$ cat src/rtl/uart_tx_seq.sv
// UART transmit sequencer: serialises one DATA word per VALID/READY handshake as
// start, LSB-first data, optional parity and stop bits, timed by an oversampled TICK.
module uart_tx_seq #(
   parameter int DATA_W     = 8,
   parameter int OVERSAMPLE = 16,
   parameter int PARITY     = 0,
   parameter int STOP_BITS  = 1
) (
   input  logic              CLK,
   input  logic              RST,
   input  logic              TICK,
   input  logic [DATA_W-1:0] DATA,
   input  logic              VALID,
   output logic              READY,
   output logic              TX,
   output logic              BUSY
);

   localparam int TICK_W = $clog2(OVERSAMPLE);
   localparam int BIT_W  = $clog2(DATA_W);
   localparam logic [TICK_W-1:0] TICK_LAST = TICK_W'(OVERSAMPLE - 1);
   localparam logic [BIT_W-1:0]  DATA_LAST = BIT_W'(DATA_W - 1);
   localparam logic [BIT_W-1:0]  STOP_LAST = BIT_W'(STOP_BITS - 1);

   typedef enum logic [2:0] {
      S_IDLE,
      S_START,
      S_DATA,
      S_PARITY,
      S_STOP
   } state_t;

   state_t            state_reg;
   logic [TICK_W-1:0] tick_cnt_reg;
   logic [BIT_W-1:0]  bit_cnt_reg;
   logic [DATA_W-1:0] shift_reg;
   logic              parity_reg;
   logic              tx_reg;
   logic              ready_reg;
   logic              busy_reg;
   logic              bit_end;

   // The bit in flight ends on the TICK that completes OVERSAMPLE ticks.
   assign bit_end = TICK && (tick_cnt_reg == TICK_LAST);

   always_ff @(posedge CLK) begin
      if (RST) begin
         state_reg    <= S_IDLE;
         tick_cnt_reg <= '0;
         bit_cnt_reg  <= '0;
         shift_reg    <= '0;
         parity_reg   <= 1'b0;
         tx_reg       <= 1'b1;
         ready_reg    <= 1'b1;
         busy_reg     <= 1'b0;
      end else begin
         if (state_reg != S_IDLE && TICK) begin
            tick_cnt_reg <= bit_end ? '0 : tick_cnt_reg + TICK_W'(1);
         end

         case (state_reg)
            S_IDLE: begin
               tick_cnt_reg <= '0;
               if (VALID) begin
                  // Odd parity is the inverted even parity of the latched word.
                  shift_reg   <= DATA;
                  parity_reg  <= (^DATA) ^ (PARITY == 2);
                  bit_cnt_reg <= '0;
                  tx_reg      <= 1'b0;
                  ready_reg   <= 1'b0;
                  busy_reg    <= 1'b1;
                  state_reg   <= S_START;
               end
            end
            S_START: begin
               if (bit_end) begin
                  tx_reg      <= shift_reg[0];
                  shift_reg   <= shift_reg >> 1;
                  bit_cnt_reg <= '0;
                  state_reg   <= S_DATA;
               end
            end
            S_DATA: begin
               if (bit_end) begin
                  if (bit_cnt_reg == DATA_LAST) begin
                     bit_cnt_reg <= '0;
                     if (PARITY != 0) begin
                        tx_reg    <= parity_reg;
                        state_reg <= S_PARITY;
                     end else begin
                        tx_reg    <= 1'b1;
                        state_reg <= S_STOP;
                     end
                  end else begin
                     bit_cnt_reg <= bit_cnt_reg + BIT_W'(1);
                     tx_reg      <= shift_reg[0];
                     shift_reg   <= shift_reg >> 1;
                  end
               end
            end
            S_PARITY: begin
               if (bit_end) begin
                  tx_reg      <= 1'b1;
                  bit_cnt_reg <= '0;
                  state_reg   <= S_STOP;
               end
            end
            S_STOP: begin
               if (bit_end) begin
                  if (bit_cnt_reg == STOP_LAST) begin
                     bit_cnt_reg <= '0;
                     ready_reg   <= 1'b1;
                     busy_reg    <= 1'b0;
                     state_reg   <= S_IDLE;
                  end else begin
                     bit_cnt_reg <= bit_cnt_reg + BIT_W'(1);
                  end
               end
            end
            default: begin
               tx_reg    <= 1'b1;
               ready_reg <= 1'b1;
               busy_reg  <= 1'b0;
               state_reg <= S_IDLE;
            end
         endcase
      end
   end

   assign READY = ready_reg;
   assign BUSY  = busy_reg;
   assign TX    = tx_reg;

endmodule
$ cat config.mk
export PLATFORM = sky130hd
export DESIGN_NAME = uart_tx_seq
export DESIGN_NICKNAME = d
export VERILOG_FILES = /design/src/rtl/uart_tx_seq.sv
export SDC_FILE = /design/constraint.sdc
export NUM_CORES = 1
export LEC_CHECK = 0
export BUFFER_PORTS_ARGS = -buffer_cell sky130_fd_sc_hd__buf_2
export CAP_MARGIN = 20
export CORE_MARGIN = 4
export CORE_UTILIZATION = 55
export DETAILED_ROUTE_END_ITERATION = 16
export PLACE_DENSITY = 0.77
export SYNTH_ARGS = -nofsm -noshare
export SYNTH_HDL_FRONTEND = slang
export SYNTH_SLANG_ARGS = --single-unit
$ cat constraint.sdc
create_clock -name CLK -period 2.3 [get_ports CLK]
set_clock_uncertainty 0.05 [all_clocks]
set_input_delay 0.46 -clock CLK [delete_from_list [all_inputs] [get_ports CLK]]
set_output_delay 0.46 -clock CLK [all_outputs]
set_load 0.005 [all_outputs]
==> flow_results.org, run 1 <==
** Run status
- Status :: completed

** Min path
- Cell depth of the worst hold path :: 3
- Worst min path class :: input port to flop
- The path with the worst hold slack has its endpoint at shift_reg[7].
- Hold_sp :: DATA[7]

** Placed design
- Routability-driven placement finished with a final weighted congestion of 0.734.
- Port-buffer cells :: 14
- The wire-length estimate of the detail-placed layout is 1620 um.

** Synthesis
- Number of register bits inferred by synthesis :: 21
- After synthesis, flip-flops and latches occupy a little under two fifths of the total area.
- Synth warnings :: 0
- After synthesis, the netlist uses 41 different library cells.
- Area share of the leading cell type in the synthesized netlist :: 37.8%
- Post-synthesis cell type with the largest combined area :: dfxtp_1
- XOR/XNOR Fraction of Synth Area :: 1.57%
- After synthesis, the cell types taking the most area are dfxtp_1, mux2i_1, a21oi_1.
- After synthesis, the largest family of logic cells by area is compound AO/OA/AOI/OAI gates.
- Summing the areas of all fa, ha and maj instances in the mapped netlist gives 4.49% of the synthesized area.
- Cell area after synthesis :: approximately 1100 um^2
- Counting every net in the synthesized netlist gives 138.
- Counting every instance in the synthesized netlist gives 122.
- Summing the areas of all compound-gate instances in the mapped netlist gives 24.9% of the synthesized area.
- Mean instance size in the synthesized netlist :: 9.13 um^2
- Fraction of the mapped netlist area in simple logic gates :: 17.8%
- Multiplexer cells account for ~8.2% of the synthesized area.

** Power and ir drop
- The worst-case IR drop observed on VDD is between 300 and 400 uV.
- Static leakage power :: 0.475 nW
- Power per standard cell area :: 547 nW/um^2

** Route
- Length of the first detailed-routing pass in iterations :: 4
- Total wire length :: 2190 um
- Dividing the detail-routed wire length by the instance count gives 13.4 um.
- Detailed routing inserted a total of 940 vias.
- In the routed design, unresolved DRC markers number 0.
- Number of routed nets with antenna violations :: 0
- Drt via density :: approximately 5.7
- The first routing iteration left 19 violations.

** Clocking
- Number of sinks on the clock net :: 21
- CTS H-tree lvls :: 1
- The root buffer cell chosen for the clock tree is clkbuf_4.
- Skew-Pair Late Insertion Delay :: ~0.30 ns
- Number of buffers inserted during clock tree synthesis :: 3
- Number of buffers added to fix hold violations after cts :: 0
- After clock tree synthesis, the clock-pin slew on the worst setup and hold paths is 0.11 ns.
- Post-CTS repair changed the size of 0 cells.
- Worst-case clock buffer depth :: 2
- Post-CTS Setup Bufs :: 0
- Clock tree from TritonCTS :: yes

** Global route
- Number of antenna violations at the first check in global routing :: 0
- Wire length of the first global-routing pass :: ~3700 um
- Remaining Overflow, GRT :: 0
- Global routing used 17.8% of the available tracks across all layers.
- Maximum number of pins on one net before global-route repair :: 15
- The number of global-route vias before repair was 907.

** Critical path
- Destination of the worst register-to-register timing path :: shift_reg[2]
- The critical path starts at bit_cnt_reg[0].
- The worst setup path is launched from a flop.
- Most frequent cell on the critical path :: ha_1
- The worst register-to-register path begins at bit_cnt_reg[0].
- Worst Path Max Fanout :: 8
- The slowest stage of the critical path is the or3b_4 cell.
- R2R Setup Slk :: 0.29 ns
- Data arrives at the worst endpoint at 2.15 ns.
- In this design, the stage delay of the slowest critical-path cell is 0.40 ns.
- Req. time, crit path :: 2.44 ns
- For the worst flop-to-flop path, the logic depth is 6.
- The worst setup path is captured at a flop.
- The worst setup path is of the flop to flop kind.
- Crit-path cells :: ha_1, ha_1, or3b_4, a211oi_4, or2_1, a21oi_1

** Floorplanning
- The core region is 1940 um^2.
- IO Pins :: 15
- Cell Rows :: 16
- The initial utilization of the core area, before any placement, comes to a little under three fifths.
- Die extent in y :: 53.0 um
- The die covers around 2800 um^2.
- Die W :: 53.0 um

** Layout
- Filler cells :: 178
- 0 antenna diodes ended up in the layout.
- Cells with a size suffix above 1 make up approximately a fifth of the layout.
- After the last flow step, the layout net total stands at 154.
- The area growth from synthesis to layout is 10.4%.
- The register with the most flip-flops in the layout has 8 of them.
- Final core utilization :: 63.3%

** STA
- Actual transition at the worst max-transition pin :: ~0.52 ns
- Max transition margin :: between 60 and 70%
- RSZ-0062 raised after global routing :: false
- Final worst hold slack :: 0.361 ns
- Setup violations remaining at the end of the flow were counted as 0.
- In the final timing run, aggregate negative setup slack is 0 ns.
- The final max-slew violation count came to 0.
- Hold Vio Cnt, Final :: 0
- Share of the clock period used by the worst path :: 87.5%
- Maximum clock frequency :: 497 MHz
- The smallest clock period supported by the final layout is computed as 2.01 ns.

** Flow run
- Across the run, the number of max-cap violations was 0.
metal layers:
metal / GRT usage, % / part of all wire [%]
met5: 0 / 0
met1: 22.1 / 49
met4: 8.09 / 0.91
met3: 2.82 / 3.2
met2: 29.8 / 47
kinds of logic after synthesis:
group	Yosys count
compound gates	39
xor+xnor	2
fa+ha+maj	4
buf+inv	12
flops	21
mux	9
simple gates	35
through the flow:
step	cell area [um^2]	std cells	total power [mW]	setup WS, ns
floorplan	1110	122	0.476	0.385
global placement	1200	160	0.499	0.394
detailed placement	1200	160	0.504	0.321
CTS	1230	164	0.684	0.285
global route	1230	164	0.714	0.195
finish	1230	164	0.673	0.288
power breakdown:
| part | total (mW) | switching, mW | internal (mW) |
|---|---|---|---|
| Clock | 0.177 | 0.109 | 0.0676 |
| Combinational | 0.0957 | 0.0509 | 0.0448 |
| Sequential | 0.401 | 0.0162 | 0.384 |
how the worst max path moves through the flow:
stage                   endpoint  slack [ns]  cells after the start
floorplan           shift_reg[0]        0.38                      7
global placement    shift_reg[4]        0.39                      6
detailed placement  shift_reg[2]        0.32                      6
CTS                 shift_reg[2]        0.29                      6
global route        shift_reg[2]        0.19                      6
finish              shift_reg[2]        0.29                      6
critical path: cells and delay by family, from the launching register on:
family | cells | cell delay, ns
simple gates | 2 | 0.72
fa+ha+maj | 2 | 0.42
compound gates | 2 | 0.37
flops | 1 | 0.35
synthesized netlist by cell type:
library cell / n
nor2b_1: 1
a21oi_1: 13
or2_1: 1
ha_1: 4
o22a_1: 1
nor3_1: 4
or3b_1: 2
xor2_1: 2
mux2_2: 1
or2_2: 1
a21oi_4: 1
a211oi_4: 1
buf_2: 2
nor2_2: 1
o22ai_1: 1
a21o_1: 1
a2111oi_0: 1
o21ai_0: 4
inv_1: 5
nor2_1: 9
nor4_1: 1
nand2b_1: 4
and4_1: 1
mux2i_1: 8
nand3_1: 1
buf_4: 1
nor3b_1: 2
buf_6: 1
o211ai_1: 2
o21ai_2: 1
clkinv_1: 1
or3_1: 1
dfxtp_1: 21
nand2_1: 3
or3b_4: 1
o21bai_1: 1
nand4_1: 2
a211oi_1: 1
o41ai_1: 3
clkbuf_1: 2
o31ai_1: 8
placed cells by master, fill, tap and decap left out, types with 2 or more instances in the layout:
| cell | instances |
|---|---|
| clkbuf_4 | 3 |
| nand4_1 | 2 |
| nor2_1 | 9 |
| o31ai_1 | 8 |
| dfxtp_1 | 21 |
| xor2_1 | 2 |
| buf_4 | 3 |
| o41ai_1 | 3 |
| nor3b_1 | 2 |
| buf_2 | 14 |
| o21ai_0 | 4 |
| a21oi_1 | 13 |
| or3b_1 | 2 |
| nand2_1 | 3 |
| mux2i_1 | 8 |
| ha_1 | 4 |
| nand2b_1 | 4 |
| inv_1 | 5 |
| o211ai_1 | 2 |
| nor3_1 | 4 |
area by class of cell:
type | count | area (um^2) | share of cell area (%)
Multi-Input combinational cell | 89 | 634 | 51.6
Sequential cell | 21 | 420 | 34.2
Timing Repair Buffer | 17 | 92.6 | 7.53
Tap cell | 27 | 33.8 | 2.75
Clock buffer | 4 | 26.3 | 2.14
Inverter | 6 | 22.5 | 1.83
No activity file was read; power rests on OpenSTA's default activity.
==> run 2, diff against run 1 <==
Settings changed: CORE_UTILIZATION 55 to 33, GPL_ROUTABILITY_DRIVEN set to 1, PLACE_DENSITY 0.77 to not set.
Clock period 2.3 ns to 2 ns, I/O delays scaled along.
==> flow_results.org, run 2 (synthesis gave the netlist of run 1 again) <==
** Floorplanning
- For this configuration, the core starts out at a cell density of 35.6%.
- In this run the horizontal extent of the chip is 66.1 um.
- Die extent in y :: between 60 and 70 um
- Pin placement for this block handled 15 I/O pins.
- The initialized floorplan defines 20 standard-cell rows.
- The die covers 4370 um^2.
- In this run the standard cell core region covers 3130 um^2.

** Critical path
- The setup path with the least slack is of type flop to flop.
- The critical path goes through ha_1, ha_1, or3b_4, a211oi_4, buf_6, o31ai_1, a21oi_1.
- Maximum single-stage delay on the critical path :: 0.40 ns
- The worst setup path is launched from a flop.
- CP max-delay cell :: or3b_4
- At the worst endpoint, the arrival time is 2.05 ns.
- Of all nets on the critical path, the largest fanout is 7.
- Req. time, crit path :: 2.20 ns
- STA classifies the critical path endpoint as a flop.
- Most frequent cell on the critical path :: ha_1

** Clocking
- TritonCTS built the clock tree.
- The tree is rooted in a clkbuf_4.
- Worst-case clock buffer depth :: 2
- Counting every sink on the clock net gives 21.
- In this run, CTS created clock tree buffers numbering 3.
- Skew-Pair Late Insertion Delay :: approximately 0.31 ns
- In this run the number of H-tree levels came out at 1.
- Post-CTS Setup Bufs :: 0
- After clock tree synthesis, the clock-pin slew on the worst setup and hold paths is 0.12 ns.

** Placed design
- Final HPWL from detailed placement :: 1810 um
- RD Place Congestion :: 0.798
- Area after detailed placement :: approximately 1200 um^2
- Port buffering added 14 buffers.

** STA
- Setup violations remaining at the end of the flow were counted as 0.
- RSZ-0062 raised after global routing :: false
- For the final routed database, the setup TNS stands at 0 ns.
- Hold Vio Cnt, Final :: 0
- Max transition margin :: 66.6%
- For the finished layout, the period the worst path requires is 1.85 ns.
- Timing would allow up to 540 MHz.
- Number of max-slew violations in the final report :: 0
- Share of the clock period used by the worst path :: between 90 and 100%
- Actual transition at the worst max-transition pin :: 0.497 ns

** Power and ir drop
- Power spread over the standard cell area amounts to 624 nW/um^2.
- Peak ir drop on the vdd network :: 409 uV
- The design draws 0.790 mW.
- Summed over all cells, the static leakage comes to 0.481 nW.

** Min path
- The worst hold path belongs to the class input port to flop.

** Layout
- Top library cells by usage in the layout, fill and taps aside :: dfxtp_1, buf_2, a21oi_1
- The repair_antennas step left the layout with diodes totalling 0.
- Most common cell after layout, fill and taps aside :: dfxtp_1
- Final core utilization :: 40.4%
- At the end of the flow, the number of nets in the layout was ~160.
- Once layout is done, the placed cells without fillers occupy 1260 um^2.
- The register with the most flip-flops in the layout has 8 of them.
- Filler cells :: around 340
- Share of post-route cells with drive strength above 1 :: roughly a fifth
- Synth-to-layout area growth :: 13.6%

** Global route
- Global routing used 12.7% of the available tracks across all layers.
- Maximum number of pins on one net before global-route repair :: 15
- For this run the aggregate overflow at the end of global routing stands at 0.
- Number of global-route vias before repair :: 938
- The number of antenna violations at the first check in global routing came to 0.
- The first global-routing pass estimated 4330 um of wire.

** Route
- Total wire length :: approximately 2500 um
- The first TritonRoute pass finished after 6 iterations.
- Final routed wire length divided by cell count :: 13.7 um
- In this run, the number of DRC markers left after iteration 0 of detailed routing was 26.
- Via count of the routed design :: 969
- DRC :: 0
- Dividing the detail-routed via count by the number of cells gives 5.32.
- In this run the remaining antenna-violating nets after routing total 0.

** Run status
- Status :: completed

** Flow run
- The tool flagged a number of max-cap violations equal to 0.
-- run 2: critical path: cells and delay by family, from the launching register on --
kind / cells / cell delay [ns]
AOI/OAI and AO/OA: 3 / 0.42
adders and majority gates: 2 / 0.41
and+or+nand+nor: 1 / 0.40
DFF: 1 / 0.35
buffers and inverters: 1 / 0.16
-- run 2: power breakdown --
group	total (mW)	leakage, nW	internal (mW)	switching, mW
sequential	0.462	0.172	0.442	0.0193
clock	0.215	0.0150	0.0779	0.137
combinational	0.113	0.294	0.0528	0.0600
-- run 2: worst paths after layout --
| kind | from | end | slack, ns | cells past startpoint |
|---|---|---|---|---|
| setup / recovery | bit_cnt_reg[0] | shift_reg[4] | 0.15 | 7 |
| hold / removal | DATA[1] | shift_reg[1] | 0.32 | 3 |
| setup reg to reg | bit_cnt_reg[0] | shift_reg[4] | 0.15 | 7 |
| hold reg to reg | shift_reg[7] | shift_reg[7] | 0.44 | 2 |
-- run 2: per-layer routing --
metal | vias to the layer above | global-route usage [%] | share of wire [%]
met5 | - | 0 | 0
met4 | 0 | 3.05 | 1.3
met3 | 4 | 5.27 | 6.6
met2 | 32 | 19.8 | 46
met1 | 441 | 16.0 | 46
li1 | 492 | - | -
-- run 2: repair_timing --
| item | CTS | global route |
|---|---|---|
| hold buffers | 0 | 0 |
| resized for setup | 0 | 2 |
| endpoints found under the setup margin | 0 | 8 |
-- run 2: layout make-up --
type,instances,area (um^2),area share (%)
repair buffers,18,104,8.21
clock buffers,4,26.3,2.08
inverters,6,22.5,1.78
flip-flops and latches,21,420,33.2
well taps,44,55.1,4.35
multi-input cells,89,637,50.3
-- run 2: per-stage QoR --
step                hold slack (ns)  cells  setup slack, ns
floorplan                     0.389    122           0.0849
global placement              0.401    178           0.0906
detailed placement            0.408    178           0.0399
CTS                           0.300    182           0.0144
global route                  0.310    182          0.00815
finish                        0.323    182            0.148
==> run 3, diff against run 2 <==
Settings changed: CORE_MARGIN 4 to 3.
==> flow_results.org, run 3 (synthesis gave the netlist of run 1 again) <==
** Clocking
- Cell chosen for the clock root :: clkbuf_4
- After clock tree synthesis, the clock-pin slew on the worst setup and hold paths is 0.12 ns.
- The clock passes through at most 2 buffers.
- The clock reaches the later pin of the worst-skew pair after 0.30 ns.
- CTS H-tree lvls :: 1
- Clock tree synthesis inserted a total of 3 buffers.
- TritonCTS built the clock tree.
- Number of sinks on the clock net :: 21
- Post-CTS Setup Bufs :: 0

** STA
- Hold Vio Cnt, Final :: 0
- Worst setup margin :: 0.0934 ns
- Final setup TNS :: 0 ns
- Static timing analysis puts the maximum clock frequency at ~520 MHz.
- RSZ-0062 raised after global routing :: false
- Max transition margin :: 65.8%
- Setup-failing EPs final :: 0
- Final Critical Period :: 1.91 ns
- Number of max-slew violations in the final report :: 0
- Share of the clock period used by the worst path :: 95.3%
- Actual transition at the worst max-transition pin :: 0.509 ns

** Route
- Final routed wire length divided by cell count :: 13.3 um
- Drt via density :: 5.37
- DRC :: 0
- Drt first-iter violations :: 42
- For this block, the routed nets add up to 2420 um of wire.
- The count of nets left with antenna violations once routing finished came out at 0.
- Length of the first detailed-routing pass in iterations :: 4
- Via count of the routed design :: 977

** Layout
- The register with the most flip-flops in the layout has 8 of them.
- Final core utilization :: 40.5%
- Final net count :: ~160
- Share of post-route cells with drive strength above 1 :: 21.7%
- From synthesis to final layout, the design area changed by 13.7%.
- The repair_antennas step left the layout with diodes totalling 0.
- The library cell used most frequently in the layout, excluding fill and tap cells, is dfxtp_1.
- The filler cells instantiated in the layout total 351.
- In the layout the commonest cells are dfxtp_1, buf_2, a21oi_1.

** Placed design
- Port-buffer cells :: 14
- Final HPWL from detailed placement :: ~1800 um
- Post-placement worst setup slack :: around 0.01 ns
- RD Place Congestion :: about 0.77

** Floorplanning
- The core region is 3130 um^2.
- Die extent in y :: 64.1 um
- DIE AREA :: 4110 um^2
- The initial utilization of the core area, before any placement, comes to between 30% and 40%.
- In this run the core area contains 20 standard-cell rows.
- Die W :: 64.1 um
- IO Pins :: 15

** Critical path
- Critical path capture point type :: flop
- For this run, the slowest stage of the critical path takes about 0.4 ns.
- Kind of critical path :: flop to flop
- Together, buffers and inverters on the worst path number 1.
- The startpoint identified for the worst register-to-register timing path is bit_cnt_reg[0].
- The largest individual stage delay along the critical path comes from the cell or3b_4.
- Category of cells accounting for the largest share of critical-path delay :: compound AO/OA/AOI/OAI gates
- For the worst setup path, the data required time is approximately 2.2 ns.
- Data on the critical path arrives at its endpoint at 2.09 ns.
- R2R Setup Slk :: 0.09 ns
- Startpoint class of the critical path :: flop
- The cell that appears most often on the critical path is ha_1.
- Along the worst path, the maximum fanout reaches 7.
- Tracing the worst setup path back leads to its startpoint at bit_cnt_reg[0].
- Destination of the worst register-to-register timing path :: shift_reg[3]
- For the worst flop-to-flop path, the logic depth is 7.
- Crit-path cells :: ha_1, ha_1, or3b_4, a211oi_4, buf_6, o31ai_1, a21oi_1

** Power and ir drop
- Net switching share of the total power :: a little over a quarter
- Power per standard cell area :: 618 nW/um^2
- Final total power :: 0.782 mW
- Net Sw Power :: between 0.2 and 0.25 mW
- Share of total power in the clock network :: 26.6%
- The share of total power dissipated in combinational logic is 14.4%.
- Across the VDD grid, the largest voltage drop is roughly 360 uV.
- Power Internal :: 0.573 mW
- Sequential group share of total power :: 59.0%
- Static leakage power :: a little under 0.5 nW

** Run status
- The flow ran to the end, and the final reports show no timing, DRC or antenna violations.

** Global route
- Remaining Overflow, GRT :: 0
- Entering global routing, the biggest net connects 15 pins.
- Global routing consumed, over all layers together, 12.8% of the routing resources.
- Number of global-route vias before repair :: between 900 and 1k
- Wire length of the first global-routing pass :: 4240 um
- Number of antenna violations at the first check in global routing :: 0

** Min path
- The worst hold path was traced through 3 stages.
- Hold_sp :: DATA[7]
- The tightest min-delay check is of the input port to flop type.
- Destination of the worst hold path :: shift_reg[7]

** Flow run
- The tool flagged a number of max-cap violations equal to 0.
## run 3: power groups by stage
stage | registers (mW) | clock network, mW | logic (mW)
2_1_floorplan | 0.464 | 0 | 0.0835
3_3_place_gp | 0.470 | 0 | 0.107
3_5_place_dp | 0.471 | 0 | 0.111
4_1_cts | 0.462 | 0.221 | 0.113
5_1_grt | 0.466 | 0.240 | 0.124
6_report | 0.462 | 0.208 | 0.112
## run 3: stage by stage
step / hold WS (ns) / area, um^2 / std cells
3_5_place_dp: 0.406 / 1230 / 178
3_3_place_gp: 0.401 / 1230 / 178
6_report: 0.294 / 1270 / 182
4_1_cts: 0.280 / 1260 / 182
2_1_floorplan: 0.389 / 1110 / 122
5_1_grt: 0.271 / 1270 / 182
## run 3: worst register-to-register path: stages (launching register included)
cell      delay, ns
dfxtp_2        0.35
ha_1           0.19
ha_1           0.20
or3b_4         0.40
a211oi_4       0.27
buf_6          0.16
o31ai_1        0.07
a21oi_1        0.15
## run 3: how the worst max path moves through the flow
| stage | slack [ns] | endpoint | cells after the start |
|---|---|---|---|
| after global placement | 0.09 | shift_reg[5] | 6 |
| after floorplan | 0.08 | shift_reg[1] | 7 |
| after global routing | 0.005 | shift_reg[3] | 7 |
| after CTS | 0.06 | shift_reg[3] | 7 |
| final | 0.09 | shift_reg[3] | 7 |
| after detailed placement | 0.01 | shift_reg[3] | 6 |
## run 3: repair_timing
| item | 4_1_cts | 5_1_grt |
|---|---|---|
| cloned | 0 | 0 |
| endpoints found under the setup margin | 1 | 3 |
| hold buffers | 0 | 0 |
| resized for setup | 1 | 2 |
## run 3: layout make-up
type,count,area (um^2),share of cell area (%)
sequential,21,422,33.3
clock buffer,4,26.3,2.08
tap,44,55.1,4.35
multi-input combinational,89,637,50.3
timing repair buffer,18,104,8.20
inverter,6,22.5,1.78
## run 3: layer usage
layer | GRT usage, % | vias up | wire, um
li1 | - | 485 | -
met1 | 15.5 | 467 | 1140
met2 | 21.8 | 23 | 1120
met3 | 4.39 | 2 | 132
met4 | 3.17 | 0 | 18
met5 | 0 | - | 0
